<file path="src/rtl/mainmem_arbiter_if.sv">
`default_nettype none
// ============================================================================
//  mainmem_arbiter_if
//  Bundles the three requester ports, loader mode, CPU hold and the main RAM
//  bus of the main-memory arbiter.
//  Revision: 1.0 - initial release
// ============================================================================
interface mainmem_arbiter_if #(
  parameter int ADDR_WIDTH = 13
);
  logic                  p0_req, p1_req, p2_req;
  logic                  p0_we, p1_we, p2_we;
  logic [ADDR_WIDTH-1:0] p0_addr, p1_addr, p2_addr;
  logic [7:0]            p0_wdata, p1_wdata, p2_wdata;
  logic                  p0_ack, p1_ack, p2_ack;
  logic [7:0]            p0_rdata, p1_rdata, p2_rdata;
  logic                  spi_load;
  logic                  cpu_hold;
  logic [ADDR_WIDTH-1:0] ram_addr;
  logic [7:0]            ram_di;
  logic                  ram_rd;
  logic                  ram_we;
  logic [7:0]            ram_do;

  // Arbiter side
  modport slave (
    input  p0_req, p1_req, p2_req, p0_we, p1_we, p2_we,
    input  p0_addr, p1_addr, p2_addr, p0_wdata, p1_wdata, p2_wdata,
    input  spi_load, ram_do,
    output p0_ack, p1_ack, p2_ack, p0_rdata, p1_rdata, p2_rdata,
    output cpu_hold, ram_addr, ram_di, ram_rd, ram_we
  );

  // Requester / RAM side
  modport master (
    output p0_req, p1_req, p2_req, p0_we, p1_we, p2_we,
    output p0_addr, p1_addr, p2_addr, p0_wdata, p1_wdata, p2_wdata,
    output spi_load, ram_do,
    input  p0_ack, p1_ack, p2_ack, p0_rdata, p1_rdata, p2_rdata,
    input  cpu_hold, ram_addr, ram_di, ram_rd, ram_we
  );
endinterface
`default_nettype wire

</file>
<file path="src/rtl/mainmem_arbiter.sv">
`default_nettype none
// ============================================================================
//  mainmem_arbiter
//  Three-port arbiter for the 8-bit main RAM: front panel (p0), SPI loader
//  (p1) and CPU (p2). Fixed priority p0 > p1 > p2 with a CPU anti-starvation
//  override and a loader-exclusive mode. One access every three cycles.
//  Revision: 1.0 - initial release
// ============================================================================
module mainmem_arbiter #(
  parameter int ADDR_WIDTH = 13,
  parameter int STARVE_MAX = 4
) (
  input  logic             clk,
  input  logic             reset,
  mainmem_arbiter_if.slave bus
);

  localparam int SW = $clog2(STARVE_MAX + 1);

  typedef enum logic [1:0] {
    IDLE  = 2'd0,
    ISSUE = 2'd1,
    CAPT  = 2'd2
  } state_t;

  state_t                state, state_nxt;
  logic [2:0]            req_v, elig, win_oh, ack, sel_oh;
  logic                  grant, starve_hit;
  logic                  win_we, lat_we;
  logic [ADDR_WIDTH-1:0] win_addr, lat_addr;
  logic [7:0]            win_wdata, lat_wdata;
  logic [7:0]            rdata [3];
  logic [SW-1:0]         starve_cnt;

  // A port in its ack cycle is ineligible so a held request is not served twice;
  // loader mode masks everyone except p1.
  assign req_v      = {bus.p2_req, bus.p1_req, bus.p0_req};
  assign elig       = req_v & ~ack & {~bus.spi_load, 1'b1, ~bus.spi_load};
  assign starve_hit = (starve_cnt == SW'(STARVE_MAX));

  // Next-state and winner selection; arbitration happens only in IDLE
  always_comb begin
    state_nxt = state;
    win_oh    = 3'b000;
    grant     = 1'b0;
    case (state)
      IDLE: begin
        if (elig[2] && starve_hit) win_oh = 3'b100;
        else if (elig[0])          win_oh = 3'b001;
        else if (elig[1])          win_oh = 3'b010;
        else if (elig[2])          win_oh = 3'b100;
        grant = |win_oh;
        if (grant) state_nxt = ISSUE;
      end
      ISSUE:   state_nxt = CAPT;
      CAPT:    state_nxt = IDLE;
      default: state_nxt = IDLE;
    endcase
  end

  // Request field mux for the winning port
  always_comb begin
    win_we    = 1'b0;
    win_addr  = '0;
    win_wdata = 8'h00;
    if (win_oh[0]) begin
      win_we = bus.p0_we; win_addr = bus.p0_addr; win_wdata = bus.p0_wdata;
    end else if (win_oh[1]) begin
      win_we = bus.p1_we; win_addr = bus.p1_addr; win_wdata = bus.p1_wdata;
    end else if (win_oh[2]) begin
      win_we = bus.p2_we; win_addr = bus.p2_addr; win_wdata = bus.p2_wdata;
    end
  end

  // State register
  always_ff @(posedge clk) begin
    if (reset) state <= IDLE;
    else       state <= state_nxt;
  end

  // Latch the winner's request; these also hold ram_addr/ram_di between accesses
  always_ff @(posedge clk) begin
    if (reset) begin
      sel_oh    <= 3'b000;
      lat_we    <= 1'b0;
      lat_addr  <= '0;
      lat_wdata <= 8'h00;
    end else if (grant) begin
      sel_oh    <= win_oh;
      lat_we    <= win_we;
      lat_addr  <= win_addr;
      lat_wdata <= win_wdata;
    end
  end

  // CPU starvation counter: counts p0/p1 grants while the CPU waits
  always_ff @(posedge clk) begin
    if (reset || !bus.p2_req)        starve_cnt <= '0;
    else if (grant && win_oh[2])     starve_cnt <= '0;
    else if (grant && !starve_hit)   starve_cnt <= starve_cnt + SW'(1);
  end

  // Completion: ack pulse after CAPT, read data captured only on reads
  always_ff @(posedge clk) begin
    if (reset) begin
      ack   <= 3'b000;
      rdata <= '{default: 8'h00};
    end else begin
      ack <= (state == CAPT) ? sel_oh : 3'b000;
      for (int i = 0; i < 3; i++) begin
        if (state == CAPT && !lat_we && sel_oh[i]) rdata[i] <= bus.ram_do;
      end
    end
  end

  // Strobes are gated by reset so an access aborted in ISSUE never reaches RAM
  assign bus.ram_rd   = (state == ISSUE) && !lat_we && !reset;
  assign bus.ram_we   = (state == ISSUE) &&  lat_we && !reset;
  assign bus.ram_addr = lat_addr;
  assign bus.ram_di   = lat_wdata;

  assign bus.p0_ack   = ack[0];
  assign bus.p1_ack   = ack[1];
  assign bus.p2_ack   = ack[2];
  assign bus.p0_rdata = rdata[0];
  assign bus.p1_rdata = rdata[1];
  assign bus.p2_rdata = rdata[2];
  assign bus.cpu_hold = bus.spi_load | (bus.p2_req & ~ack[2]);

endmodule
`default_nettype wire

</file>
<file path="src/flat_wrapper.sv">
// flat-port wrapper written by rule: the top's interface ports become plain ports
module mainmem_arbiter_flat 
#(
  parameter int ADDR_WIDTH = 13,
  parameter int STARVE_MAX = 4
)
  (clk, reset, bus_p0_req, bus_p1_req, bus_p2_req, bus_p0_we, bus_p1_we, bus_p2_we, bus_p0_addr, bus_p1_addr, bus_p2_addr, bus_p0_wdata, bus_p1_wdata, bus_p2_wdata, bus_spi_load, bus_ram_do, bus_p0_ack, bus_p1_ack, bus_p2_ack, bus_p0_rdata, bus_p1_rdata, bus_p2_rdata, bus_cpu_hold, bus_ram_addr, bus_ram_di, bus_ram_rd, bus_ram_we);
  mainmem_arbiter_if #(.ADDR_WIDTH(ADDR_WIDTH)) bus_i ();
  input  logic clk;
  input  logic reset;
  input wire logic [$bits(bus_i.p0_req)-1:0] bus_p0_req;
  input wire logic [$bits(bus_i.p1_req)-1:0] bus_p1_req;
  input wire logic [$bits(bus_i.p2_req)-1:0] bus_p2_req;
  input wire logic [$bits(bus_i.p0_we)-1:0] bus_p0_we;
  input wire logic [$bits(bus_i.p1_we)-1:0] bus_p1_we;
  input wire logic [$bits(bus_i.p2_we)-1:0] bus_p2_we;
  input wire logic [$bits(bus_i.p0_addr)-1:0] bus_p0_addr;
  input wire logic [$bits(bus_i.p1_addr)-1:0] bus_p1_addr;
  input wire logic [$bits(bus_i.p2_addr)-1:0] bus_p2_addr;
  input wire logic [$bits(bus_i.p0_wdata)-1:0] bus_p0_wdata;
  input wire logic [$bits(bus_i.p1_wdata)-1:0] bus_p1_wdata;
  input wire logic [$bits(bus_i.p2_wdata)-1:0] bus_p2_wdata;
  input wire logic [$bits(bus_i.spi_load)-1:0] bus_spi_load;
  input wire logic [$bits(bus_i.ram_do)-1:0] bus_ram_do;
  output wire logic [$bits(bus_i.p0_ack)-1:0] bus_p0_ack;
  output wire logic [$bits(bus_i.p1_ack)-1:0] bus_p1_ack;
  output wire logic [$bits(bus_i.p2_ack)-1:0] bus_p2_ack;
  output wire logic [$bits(bus_i.p0_rdata)-1:0] bus_p0_rdata;
  output wire logic [$bits(bus_i.p1_rdata)-1:0] bus_p1_rdata;
  output wire logic [$bits(bus_i.p2_rdata)-1:0] bus_p2_rdata;
  output wire logic [$bits(bus_i.cpu_hold)-1:0] bus_cpu_hold;
  output wire logic [$bits(bus_i.ram_addr)-1:0] bus_ram_addr;
  output wire logic [$bits(bus_i.ram_di)-1:0] bus_ram_di;
  output wire logic [$bits(bus_i.ram_rd)-1:0] bus_ram_rd;
  output wire logic [$bits(bus_i.ram_we)-1:0] bus_ram_we;
  assign bus_i.p0_req = bus_p0_req;
  assign bus_i.p1_req = bus_p1_req;
  assign bus_i.p2_req = bus_p2_req;
  assign bus_i.p0_we = bus_p0_we;
  assign bus_i.p1_we = bus_p1_we;
  assign bus_i.p2_we = bus_p2_we;
  assign bus_i.p0_addr = bus_p0_addr;
  assign bus_i.p1_addr = bus_p1_addr;
  assign bus_i.p2_addr = bus_p2_addr;
  assign bus_i.p0_wdata = bus_p0_wdata;
  assign bus_i.p1_wdata = bus_p1_wdata;
  assign bus_i.p2_wdata = bus_p2_wdata;
  assign bus_i.spi_load = bus_spi_load;
  assign bus_i.ram_do = bus_ram_do;
  assign bus_p0_ack = bus_i.p0_ack;
  assign bus_p1_ack = bus_i.p1_ack;
  assign bus_p2_ack = bus_i.p2_ack;
  assign bus_p0_rdata = bus_i.p0_rdata;
  assign bus_p1_rdata = bus_i.p1_rdata;
  assign bus_p2_rdata = bus_i.p2_rdata;
  assign bus_cpu_hold = bus_i.cpu_hold;
  assign bus_ram_addr = bus_i.ram_addr;
  assign bus_ram_di = bus_i.ram_di;
  assign bus_ram_rd = bus_i.ram_rd;
  assign bus_ram_we = bus_i.ram_we;
  mainmem_arbiter #(.ADDR_WIDTH(ADDR_WIDTH), .STARVE_MAX(STARVE_MAX)) u_core (.clk(clk), .reset(reset), .bus(bus_i));
endmodule
</file>
<file path="config.mk">
export PLATFORM = sky130hd
export DESIGN_NAME = mainmem_arbiter_flat
export DESIGN_NICKNAME = d
export VERILOG_FILES = /design/src/rtl/mainmem_arbiter_if.sv /design/src/rtl/mainmem_arbiter.sv /design/src/flat_wrapper.sv
export SDC_FILE = /design/constraint.sdc
export NUM_CORES = 1
export LEC_CHECK = 0
export BUFFER_PORTS_ARGS = -buffer_cell sky130_fd_sc_hd__buf_2
export CORE_ASPECT_RATIO = 1.2
export CORE_MARGIN = 3
export CORE_UTILIZATION = 24
export DETAILED_ROUTE_END_ITERATION = 16
export GPL_ROUTABILITY_DRIVEN = 0
export PLACE_DENSITY = 0.47
export SLEW_MARGIN = 20
export SYNTH_ARGS = -nofsm -noshare
export SYNTH_HDL_FRONTEND = slang
export SYNTH_SLANG_ARGS = --single-unit
</file>
<file path="constraint.sdc">
create_clock -name clk -period 2.1 [get_ports clk]
set_clock_uncertainty 0.05 [all_clocks]
set_input_delay 0.315 -clock clk [delete_from_list [all_inputs] [get_ports clk]]
set_output_delay 0.315 -clock clk [all_outputs]
set_load 0.05 [all_outputs]
</file>
==> impl_metrics.toml <==
[floorplanning]
die_h_microns = 121.4
die_w_microns = 102.2
initial_core_util = 0.2495
die_area_sq_um = 12400
ios = 131
rows = 41
core_region_area_sq_um = 10670

[clock_tree]
clk_pin_slew_ps = 50
htreeDepth = 3
max-clock-path-buffers = 2
cts_tree = "yes"
cts_buffers = 9
clock-root-buffer = "clkbuf_16"
worstSkewPairLatency_ps = 320
cts_num_sinks = 57

[yosys]
ys_types = 33
synth_top_area_cell = "dfxtp_1"
syn_nets = 375
synth-edff-count = 0
yosysWarnings = 0
synth_top_area_share = 0.4286
synth-seq-area-share = 0.4286
synthTopCellsByArea = "dfxtp_1 43%, a21oi_1 9.4%, nand2_1 7.3%"
syn-cell-area_sq_um = 2663
async_flop_share = 0
syn_area_per_cell_sq_um = 9.087
synth_seq_cells = 57
syn_inst = 293
synthFlopType = "dfxtp_1"

[placed_design]
post-dp-hpwl_microns = 6808
io_buffers = 130
placedInstanceArea_sq_um = 3528

[timing]
final_hold_viol_count = 0
fin_crit_ps = 1859
drv_slew = 0
finalSetupTns_ps = 0
rsz0062_at_grt = "no"
slew_headroom = 0.6273
setup_viol = 0
worstMarginPinSlew_ps = 557.7
fmax_mhz = 537.8
fin_crit_sh = 0.8855

[flow_run]
cap_violations = 0

[power_and_ir_drop]
power_switching_mw = 0.9024
peakVddDrop_v = 0.0003703
clkPwrFrac = 0.465
power.share.switching = 0.2730
combPwrFrac = 0.185
p_per_area_nw_per_um2 = 859.1
cellLeakagePower_nw = 1.668
seq_power_share = 0.351
p_int_mw = 2.403

[drt]
wire_per_inst_microns = 15.71
drt_iter0_drc = 84
vias = 2683
ant_nets = 0
drc = 0
drt-total-wl_microns = 8925
avgViaCountPerCell = 4.724
first_pass_iters = 4

[cells_and_area]
fill_cells = 1121
area_growth_pct = 44.50
finish.instance_area_sq_um = 3847
drive_above_1_share = 0.4429
multi_input_area_sq_um = 1423
register_area_sq_um = 1141
nNetsFinal = 515

[worst_setup_path]
arrival_ps = 1490
crit_type = "reg2out"
crit_path_start_kind = "flip-flop"
reg2reg_slack_ps = 310
cp.required_ps = 1740
cp-end-kind = "output port"
reg2regPathDepth = 7
path_max_fanout = 4

[global_route]
grt_first_pass_wirelength_microns = 13650
grtUsageTotal = 0.1429
first_global_vias = 2742
grt_max_degree = 31
grt_antenna_before_repair = 0
grt_overflow = 0

[hold_path]
whs_path_depth = 2
min_path_type = "in2reg"

[status]
status = "completed"
Yosys cell counts (2+ instances only):
library cell  count
buf_2             5
nand2_1          52
nand2b_4          3
ha_1              2
a2bb2oi_2        10
buf_4             2
a2bb2oi_1        13
o21ai_0          23
nor2_2            2
and2_1            7
o21a_1            2
nor2b_1           3
o2bb2ai_1        12
a21oi_1          50
dfxtp_1          57
nor2_1            9
inv_1             2
clkbuf_1         12
o2bb2ai_2        10
o21ai_1           2
nand2b_1          2
buf_6             2
sequential cells by signal, indices dropped and copies added (netlist names):
name,count
u_core.bus.p2_rdata,8
u_core.ack,3
u_core.lat_we,1
u_core.starve_cnt,3
u_core.sel_oh,3
u_core.state,2
u_core.bus.p0_rdata,8
u_core.bus.ram_di,8
u_core.bus.p1_rdata,8
u_core.bus.ram_addr,13
power by group through the flow:
stage / logic, mW / registers [mW] / clock network (mW)
floorplan: 0.279 / 1.30 / 0
global placement: 0.612 / 1.18 / 0
detailed placement: 0.613 / 1.18 / 0
CTS: 0.616 / 1.16 / 1.59
global route: 0.656 / 1.16 / 1.63
finish: 0.610 / 1.16 / 1.54
critical path, cell delays in order (launching register included):
cell and delay, ps:
dfxtp_1 350, nor3b_1 340, nor2b_1 190, buf_2 280
logic make-up after synthesis:
| logic type | Yosys count | share of synthesized area |
|---|---|---|
| multiplexers | 1 | 0.003760 |
| AND/OR/NAND/NOR | 83 | 0.1490 |
| buffers and inverters | 23 | 0.04323 |
| adder cells (fa/ha/maj) | 2 | 0.009397 |
| flip-flops | 57 | 0.4286 |
| XOR/XNOR | 1 | 0.003290 |
| AO/OA/AOI/OAI | 126 | 0.3628 |
cell usage in the layout (no fill, tap or decap), types with 2 or more instances in the layout:
master	Yosys	final
nand2_1	52	52
nor2_1	9	9
o21a_1	2	2
buf_4	2	20
clkinv_2	0	3
o2bb2ai_2	10	10
clkbuf_16	0	9
o21ai_1	2	2
nand2b_1	2	2
a2bb2oi_1	13	13
buf_2	5	130
a2bb2oi_2	10	10
nor2b_1	3	2
and2_1	7	7
dfxtp_1	57	57
o2bb2ai_1	12	12
o21ai_0	23	23
a21oi_1	50	50
inv_1	2	2
bufinv_16	0	2
nand2b_4	3	3
ha_1	2	2
layer usage:
metal | global-route usage | share of wire | vias to the layer above
li1 | - | - | 1338
met1 | 0.1615 | 0.42 | 1234
met2 | 0.2415 | 0.48 | 99
met3 | 0.05635 | 0.085 | 12
met4 | 0.05004 | 0.015 | 0
met5 | 0 | 0 | -
per-stage QoR:
step                      cells  hold slack [ps]  setup WS (ps)  utilization  total power, mW
after global placement      551            390.5          72.88       0.3307            1.793
final                       568            206.4          240.6       0.3606            3.305
after global routing        567            203.1          152.0       0.3603            3.450
after floorplan             293            355.6          212.0            -            1.575
after CTS                   567            166.8          118.7       0.3599            3.362
after detailed placement    551            396.3          35.85       0.3307            1.795
cell type report:
| type | count | area share |
|---|---|---|
| diodes | 1 | 0.0006504 |
| clock buffers | 10 | 0.05951 |
| clock inverters | 6 | 0.02146 |
| inverters | 2 | 0.001951 |
| multi-input cells | 213 | 0.3698 |
| flip-flops and latches | 57 | 0.2966 |
| well taps | 129 | 0.04195 |
| repair buffers | 150 | 0.2081 |
final timing paths:
| path | to | start |
|---|---|---|
| min reg2reg | u_core.bus.p0_rdata[5] | u_core.bus.p0_rdata[5] |
| max | bus_ram_rd | u_core.state[0] |
| max reg2reg | u_core.bus.ram_addr[10] | u_core.starve_cnt[0] |
| min | u_core.state[1] | reset |
repair_timing:
action,CTS,global route
endpoints found under the setup margin,0,2
hold buffers,0,0
resized for setup,0,1
buffers inserted,0,0
(Power assumes the default switching activity.)
